==> config.mk <==
export PLATFORM = sky130hd
export DESIGN_NAME = microstep_sequencer
export DESIGN_NICKNAME = d
export VERILOG_FILES = /design/src/rtl/sap1_pkg.sv /design/src/rtl/step_request_latch.sv /design/src/rtl/microstep_sequencer.sv
export SDC_FILE = /design/constraint.sdc
export NUM_CORES = 1
export LEC_CHECK = 0
export ABC_AREA = 1
export CORE_AREA = 2 2 78 80
export DETAILED_ROUTE_END_ITERATION = 8
export DIE_AREA = 0 0 80 82
export PLACE_DENSITY = 0.52
export SYNTH_ARGS = -nofsm -noshare
export SYNTH_HDL_FRONTEND = slang
export SYNTH_SLANG_ARGS = --single-unit
==> constraint.sdc <==
create_clock -name mclk -period 1.55 [get_ports mclk]
set_input_delay 0.155 -clock mclk [delete_from_list [all_inputs] [get_ports mclk]]
set_output_delay 0.155 -clock mclk [all_outputs]
set_load 0.005 [all_outputs]
==> src/rtl/sap1_pkg.sv <==
// Constants shared across the SAP-1 control path: sequencer state codes,
// default step geometry (also used by the control ROM) and step-index sizing.
package sap1_pkg;

   localparam int SAP1_MAX_STEPS   = 8;
   localparam int SAP1_FETCH_STEPS = 2;

   localparam logic [1:0] SEQ_FETCH = 2'd0;
   localparam logic [1:0] SEQ_EXEC  = 2'd1;
   localparam logic [1:0] SEQ_HALT  = 2'd2;

   // Width of a step index; never narrower than one bit.
   function automatic int sap1_step_width(input int maxSteps);
      int w;
      w = $clog2(maxSteps);
      return (w < 1) ? 1 : w;
   endfunction

endpackage

==> src/rtl/step_request_latch.sv <==
// Holds one outstanding single-step request until a tick consumes it.
// Shared with the debug front panel.
module step_request_latch (
   input  logic clk,
   input  logic rst_n,
   input  logic i_single_step,
   input  logic i_step_req,
   input  logic i_tick,
   output logic o_pending
);

   logic r_pending;

   // Requests collapse into one flag; leaving single-step mode discards it.
   always_ff @(posedge clk or negedge rst_n) begin
      if (!rst_n) begin
         r_pending <= 1'b0;
      end else if (!i_single_step || i_tick) begin
         r_pending <= 1'b0;
      end else if (i_step_req) begin
         r_pending <= 1'b1;
      end
   end

   assign o_pending = r_pending;

endmodule

==> src/rtl/microstep_sequencer.sv <==
// Phase-aware microstep sequencer: fixed fetch phase, per-opcode execute length,
// early termination, halt, single-step and a retired-instruction counter.
module microstep_sequencer
   import sap1_pkg::*;
#(
   parameter  int MAX_STEPS   = SAP1_MAX_STEPS,
   parameter  int FETCH_STEPS = SAP1_FETCH_STEPS,
   parameter  int COUNT_WIDTH = 16,
   parameter  int HALT_STICKY = 0,
   localparam int STEP_WIDTH  = sap1_step_width(MAX_STEPS)
) (
   input  logic                   mclk,
   input  logic                   mrst_n,
   input  logic                   mclk_en,
   input  logic                   i_halt,
   input  logic                   i_adv,
   input  logic [STEP_WIDTH-1:0]  i_exec_len,
   input  logic                   i_single_step,
   input  logic                   i_step_req,
   output logic [STEP_WIDTH-1:0]  o_step,
   output logic                   o_fetch,
   output logic                   o_instr_done,
   output logic                   o_halted,
   output logic [COUNT_WIDTH-1:0] o_retired
);

   localparam logic [STEP_WIDTH-1:0] FETCH_LAST = STEP_WIDTH'(FETCH_STEPS - 1);
   localparam logic [STEP_WIDTH-1:0] EXEC_FIRST = STEP_WIDTH'(FETCH_STEPS);
   localparam logic [STEP_WIDTH-1:0] EXEC_MAX   = STEP_WIDTH'(MAX_STEPS - FETCH_STEPS);
   localparam logic [STEP_WIDTH:0]   FETCH_WIDE = (STEP_WIDTH + 1)'(FETCH_STEPS);
   localparam logic [STEP_WIDTH:0]   ONE_WIDE   = (STEP_WIDTH + 1)'(1);

   logic [STEP_WIDTH-1:0]  r_step;
   logic [1:0]             r_state;
   logic [STEP_WIDTH-1:0]  r_len;
   logic                   r_done;
   logic                   r_halted;
   logic                   r_haltLatched;
   logic [COUNT_WIDTH-1:0] r_retired;

   logic                   w_haltActive;
   logic                   w_pending;
   logic                   w_tick;
   logic                   w_lastExec;
   logic [STEP_WIDTH-1:0]  w_lenClamped;
   logic [STEP_WIDTH-1:0]  w_stepNext;
   logic [1:0]             w_stateNext;
   logic [STEP_WIDTH-1:0]  w_lenNext;
   logic                   w_retire;

   assign w_haltActive = i_halt | ((HALT_STICKY != 0) ? r_haltLatched : 1'b0);
   assign w_tick       = mclk_en & ~w_haltActive & (~i_single_step | i_step_req | w_pending);
   assign w_lenClamped = (i_exec_len > EXEC_MAX) ? EXEC_MAX : i_exec_len;

   // Compared one bit wider so FETCH_STEPS+len may equal MAX_STEPS.
   assign w_lastExec = (({1'b0, r_step} + ONE_WIDE) == (FETCH_WIDE + {1'b0, r_len}));

   step_request_latch u_stepReq (
      .clk           (mclk),
      .rst_n         (mrst_n),
      .i_single_step (i_single_step),
      .i_step_req    (i_step_req),
      .i_tick        (w_tick),
      .o_pending     (w_pending)
   );

   always_comb begin
      w_stepNext  = r_step;
      w_stateNext = r_state;
      w_lenNext   = r_len;
      w_retire    = 1'b0;
      if (w_tick) begin
         case (r_state)
            SEQ_EXEC: begin
               if (w_lastExec || i_adv) begin
                  w_retire    = 1'b1;
                  w_stepNext  = '0;
                  w_stateNext = SEQ_FETCH;
               end else begin
                  w_stepNext = r_step + STEP_WIDTH'(1);
               end
            end
            default: begin
               if (r_step != FETCH_LAST) begin
                  w_stepNext = r_step + STEP_WIDTH'(1);
               end else begin
                  w_lenNext = w_lenClamped;
                  if (w_lenClamped == '0) begin
                     w_retire    = 1'b1;
                     w_stepNext  = '0;
                     w_stateNext = SEQ_FETCH;
                  end else begin
                     w_stepNext  = EXEC_FIRST;
                     w_stateNext = SEQ_EXEC;
                  end
               end
            end
         endcase
      end
   end

   // The done pulse follows every clock so it lasts one mclk even when disabled.
   always_ff @(posedge mclk or negedge mrst_n) begin
      if (!mrst_n) begin
         r_step        <= '0;
         r_state       <= SEQ_FETCH;
         r_len         <= '0;
         r_done        <= 1'b0;
         r_halted      <= 1'b0;
         r_haltLatched <= 1'b0;
         r_retired     <= '0;
      end else begin
         r_step  <= w_stepNext;
         r_state <= w_stateNext;
         r_len   <= w_lenNext;
         r_done  <= w_retire;
         if (w_retire) begin
            r_retired <= r_retired + COUNT_WIDTH'(1);
         end
         if (mclk_en) begin
            r_halted <= w_haltActive;
            if (i_halt) begin
               r_haltLatched <= 1'b1;
            end
         end
      end
   end

   assign o_step       = r_step;
   assign o_fetch      = (r_state == SEQ_FETCH);
   assign o_instr_done = r_done;
   assign o_halted     = r_halted;
   assign o_retired    = r_retired;

endmodule
==> run summary <==
Status = complete, but fails checks
Violated checks = setup timing
Max Slew Vio Count = 0
First-pass GRT wire length = 6.975 mm
Clock Root Buffer = clkbuf_8
First-pass DRT Iterations = 4
Die width = 80 µm
Design Power = 0.003139 W
Drt wl/cell = 10.72 µm
Synth top area share = 39.42%
Worst Setup Start Kind = flop
Routability congestion estimate from global placement = 0.7891
Post-CTS Hold Fix Bufs = 0
Core area = 5746 µm²
Largest net degree at the start of global routing = 27
Fin. Hold Viols = 0
Remaining Overflow, GRT = 0
Clk sink count = 26
Top delay family on crit path = simple AND/OR/NAND/NOR gates
Final setup TNS = -1.225 ns
Fin util = 41.79%
Vias in the first global route = 1587
PD cells = 1307 nW/µm²
Type of the worst min-delay path = in2async
Starting Density = 28.72%
Clock Skew = 0.01036 ns
CTS Buf Count = 3
Die height = 82 µm
Peak Freq = 603.2 MHz
Synth area leaders = dfrtp_1 (39%), nand2_1 (18%), nand4_1 (8.0%)
Maximum clock path buffer count = 2
Mapped Area = 1650 µm²
Buf/Inv on CP = 3
Slowest CP cell = dfrtp_2
Netlist cell types = 22
Nets@finish = 309
P&R area growth vs syn = 45.49%
Ratio of cells with drive above 1 in the final layout = 21.77%
Final HPWL DP = 2.941 mm
Critical path data required time = 1.72 ns
Clock Latency Late Sink = 0.27 ns
Worst Max-Slew Pin Slew = 0.3428 ns
Critical path arrival = 1.82 ns
Sequential fraction of the synthesis area = 39.42%
Max VDD drop = 0.7752 mV
DR vias = 1602
FP Rows = 28
Ys async rst share = 100.0%
Clock transition at the registers of the reported paths = 0.10 ns
Min Clock Period, post-route = 1.658 ns
Crit path capture type = flop
Routed Antenna Nets = 0
Area leader, netlist = dfrtp_1
RSZ-0062 raised after global routing = true
TritonCTS clock tree = yes
Final setup viols = 18
Tcrit/Tclk final = 107.0%
EDFF count, synth = 0
Die area = 6560 µm²
Setup ws final = -0.1079 ns
Most frequent cell after synthesis = nand2_1
Top cells by count, synth = nand2_1 (77), inv_1 (33), dfrtp_1 (26)
Most frequent CP cell = nand2_1
Synth Instances = 233
Max_cap viols = 0
Max FO, Critical Path = 6
Max H-tree Level = 1
I/O pin cnt = 32
#FFs+latches synth = 26
PortBufs = 31
Relative slew margins = 77.14%
Worst-path cell chain = ha_2 -> inv_1 -> nand2_1 -> nand3_1 -> nand2_1 -> nand3_2 -> nand2_4 -> buf_12 -> clkbuf_16 -> nand4_1 -> nand2_1
Leakage power = 1.118 nW
Levels on crit path = 11
Post-DR vias/cell = 4.341
Initial antenna violation count = 0
Ant diodes = 0
Syn avg cell area = 7.083 µm²
Main synth FF type = dfrtp_1
GRT Util Overall = 13.21%
WL final = 3.957 mm
Worst stage delay on the critical path = 0.46 ns
Iter 0 DRT Violations = 49
Syn nets = 247
Warning count from the yosys run = 0
Drt drc = 0
Worst R2R Path Depth = 11
Setup CP Type = reg2reg
[state kept, by name, indices dropped and copies added, names as in the netlist]
name                 flops
o_retired               16
o_step                   3
r_len                    3
o_halted                 1
o_instr_done             1
r_state                  1
u_stepReq.o_pending      1
[worst paths after layout]
path	to	start	slack, ns
hold reg to reg	o_halted$_DFFE_PN0P_	o_halted$_DFFE_PN0P_	0.49
setup / recovery	o_retired[6]$_DFFE_PN0P_	o_step[0]$_DFFE_PN0P_	-0.11
min in group mclk	u_stepReq.o_pending$_DFFE_PN0P_	i_single_step	0.49
max in group asynchronous	o_step[1]$_DFFE_PN0P_	mrst_n	1.03
hold / removal	o_halted$_DFFE_PN0P_	mrst_n	0.24
setup reg to reg	o_retired[6]$_DFFE_PN0P_	o_step[0]$_DFFE_PN0P_	-0.11
[layer usage]
layer  vias to the layer above  routed length (µm)  track usage (%)  part of all wire, %
li1                        862                   -                -                    -
met1                       716                2000            17.78                   51
met2                        19                1806            22.08                   46
met3                         5                  97            1.758                  2.5
met4                         0                  53            4.068                  1.3
met5                         -                   0                0                    0
[cells by family after synthesis]
logic type	synth area share [%]
AOI/OAI and AO/OA	3.260
and+or+nand+nor	42.08
buffers and inverters	10.61
adders and majority gates	3.033
xor gates and xnor gates	1.592
DFF	39.42
[layout make-up]
| type | instances | area, µm² |
|---|---|---|
| fill | 634 | 3344 |
| multi-input combinational | 167 | 877.1 |
| sequential | 26 | 653.1 |
| timing repair buffer | 62 | 600.6 |
| inverter | 35 | 131.4 |
| tap | 75 | 93.84 |
| clock buffer | 4 | 45.04 |
[per-stage QoR]
| stage | cells | instance area, µm² | setup slack, ns | hold slack (ns) |
|---|---|---|---|---|
| after floorplan | 233 | 1664 | 0.004343 | -0.1406 |
| after detailed placement | 359 | 2237 | -0.1230 | 0.4727 |
| after global placement | 359 | 2237 | -0.09123 | 0.4755 |
| after global routing | 369 | 2401 | -0.1945 | 0.2747 |
| after CTS | 367 | 2328 | -0.08021 | 0.2539 |
| final | 369 | 2401 | -0.1079 | 0.2369 |
[power breakdown]
part	switching [W]	internal [W]	total, W	leakage (nW)
clock	0.000220	0.000184	0.000404	0.0228
combinational	0.000885	0.000913	0.00180	0.754
sequential	0.000122	0.000814	0.000936	0.342
total	0.00123	0.00191	0.00314	1.12
[worst reg2reg max path: cells and delay by family (launching register included)]
family | cells | cell delay [ns]
AND/OR/NAND/NOR | 7 | 0.52
flip-flops | 1 | 0.46
buffers and inverters | 3 | 0.36
adder cells (fa/ha/maj) | 1 | 0.22
[placed cells by master (no fill, tap or decap), drive strengths merged]
cell / count
inv: 35
dfrtp: 26
ha: 4
a21oi: 4
o21a: 1
buf: 30
o21ai: 3
dlygate4sd2: 1
xor2: 3
nor2: 27
nand2: 79
clkbuf: 5
nand3: 25
nand4: 21
clkdlybuf4s50: 30
[what timing repair did]
item,CTS,global route
buffers inserted,4,1
resized for setup,6,11
cloned,0,1
endpoints found under the hold margin,0,0
setup endpoints to repair,20,21
pin swaps,2,4
No activity file was read; power rests on OpenSTA's default activity.
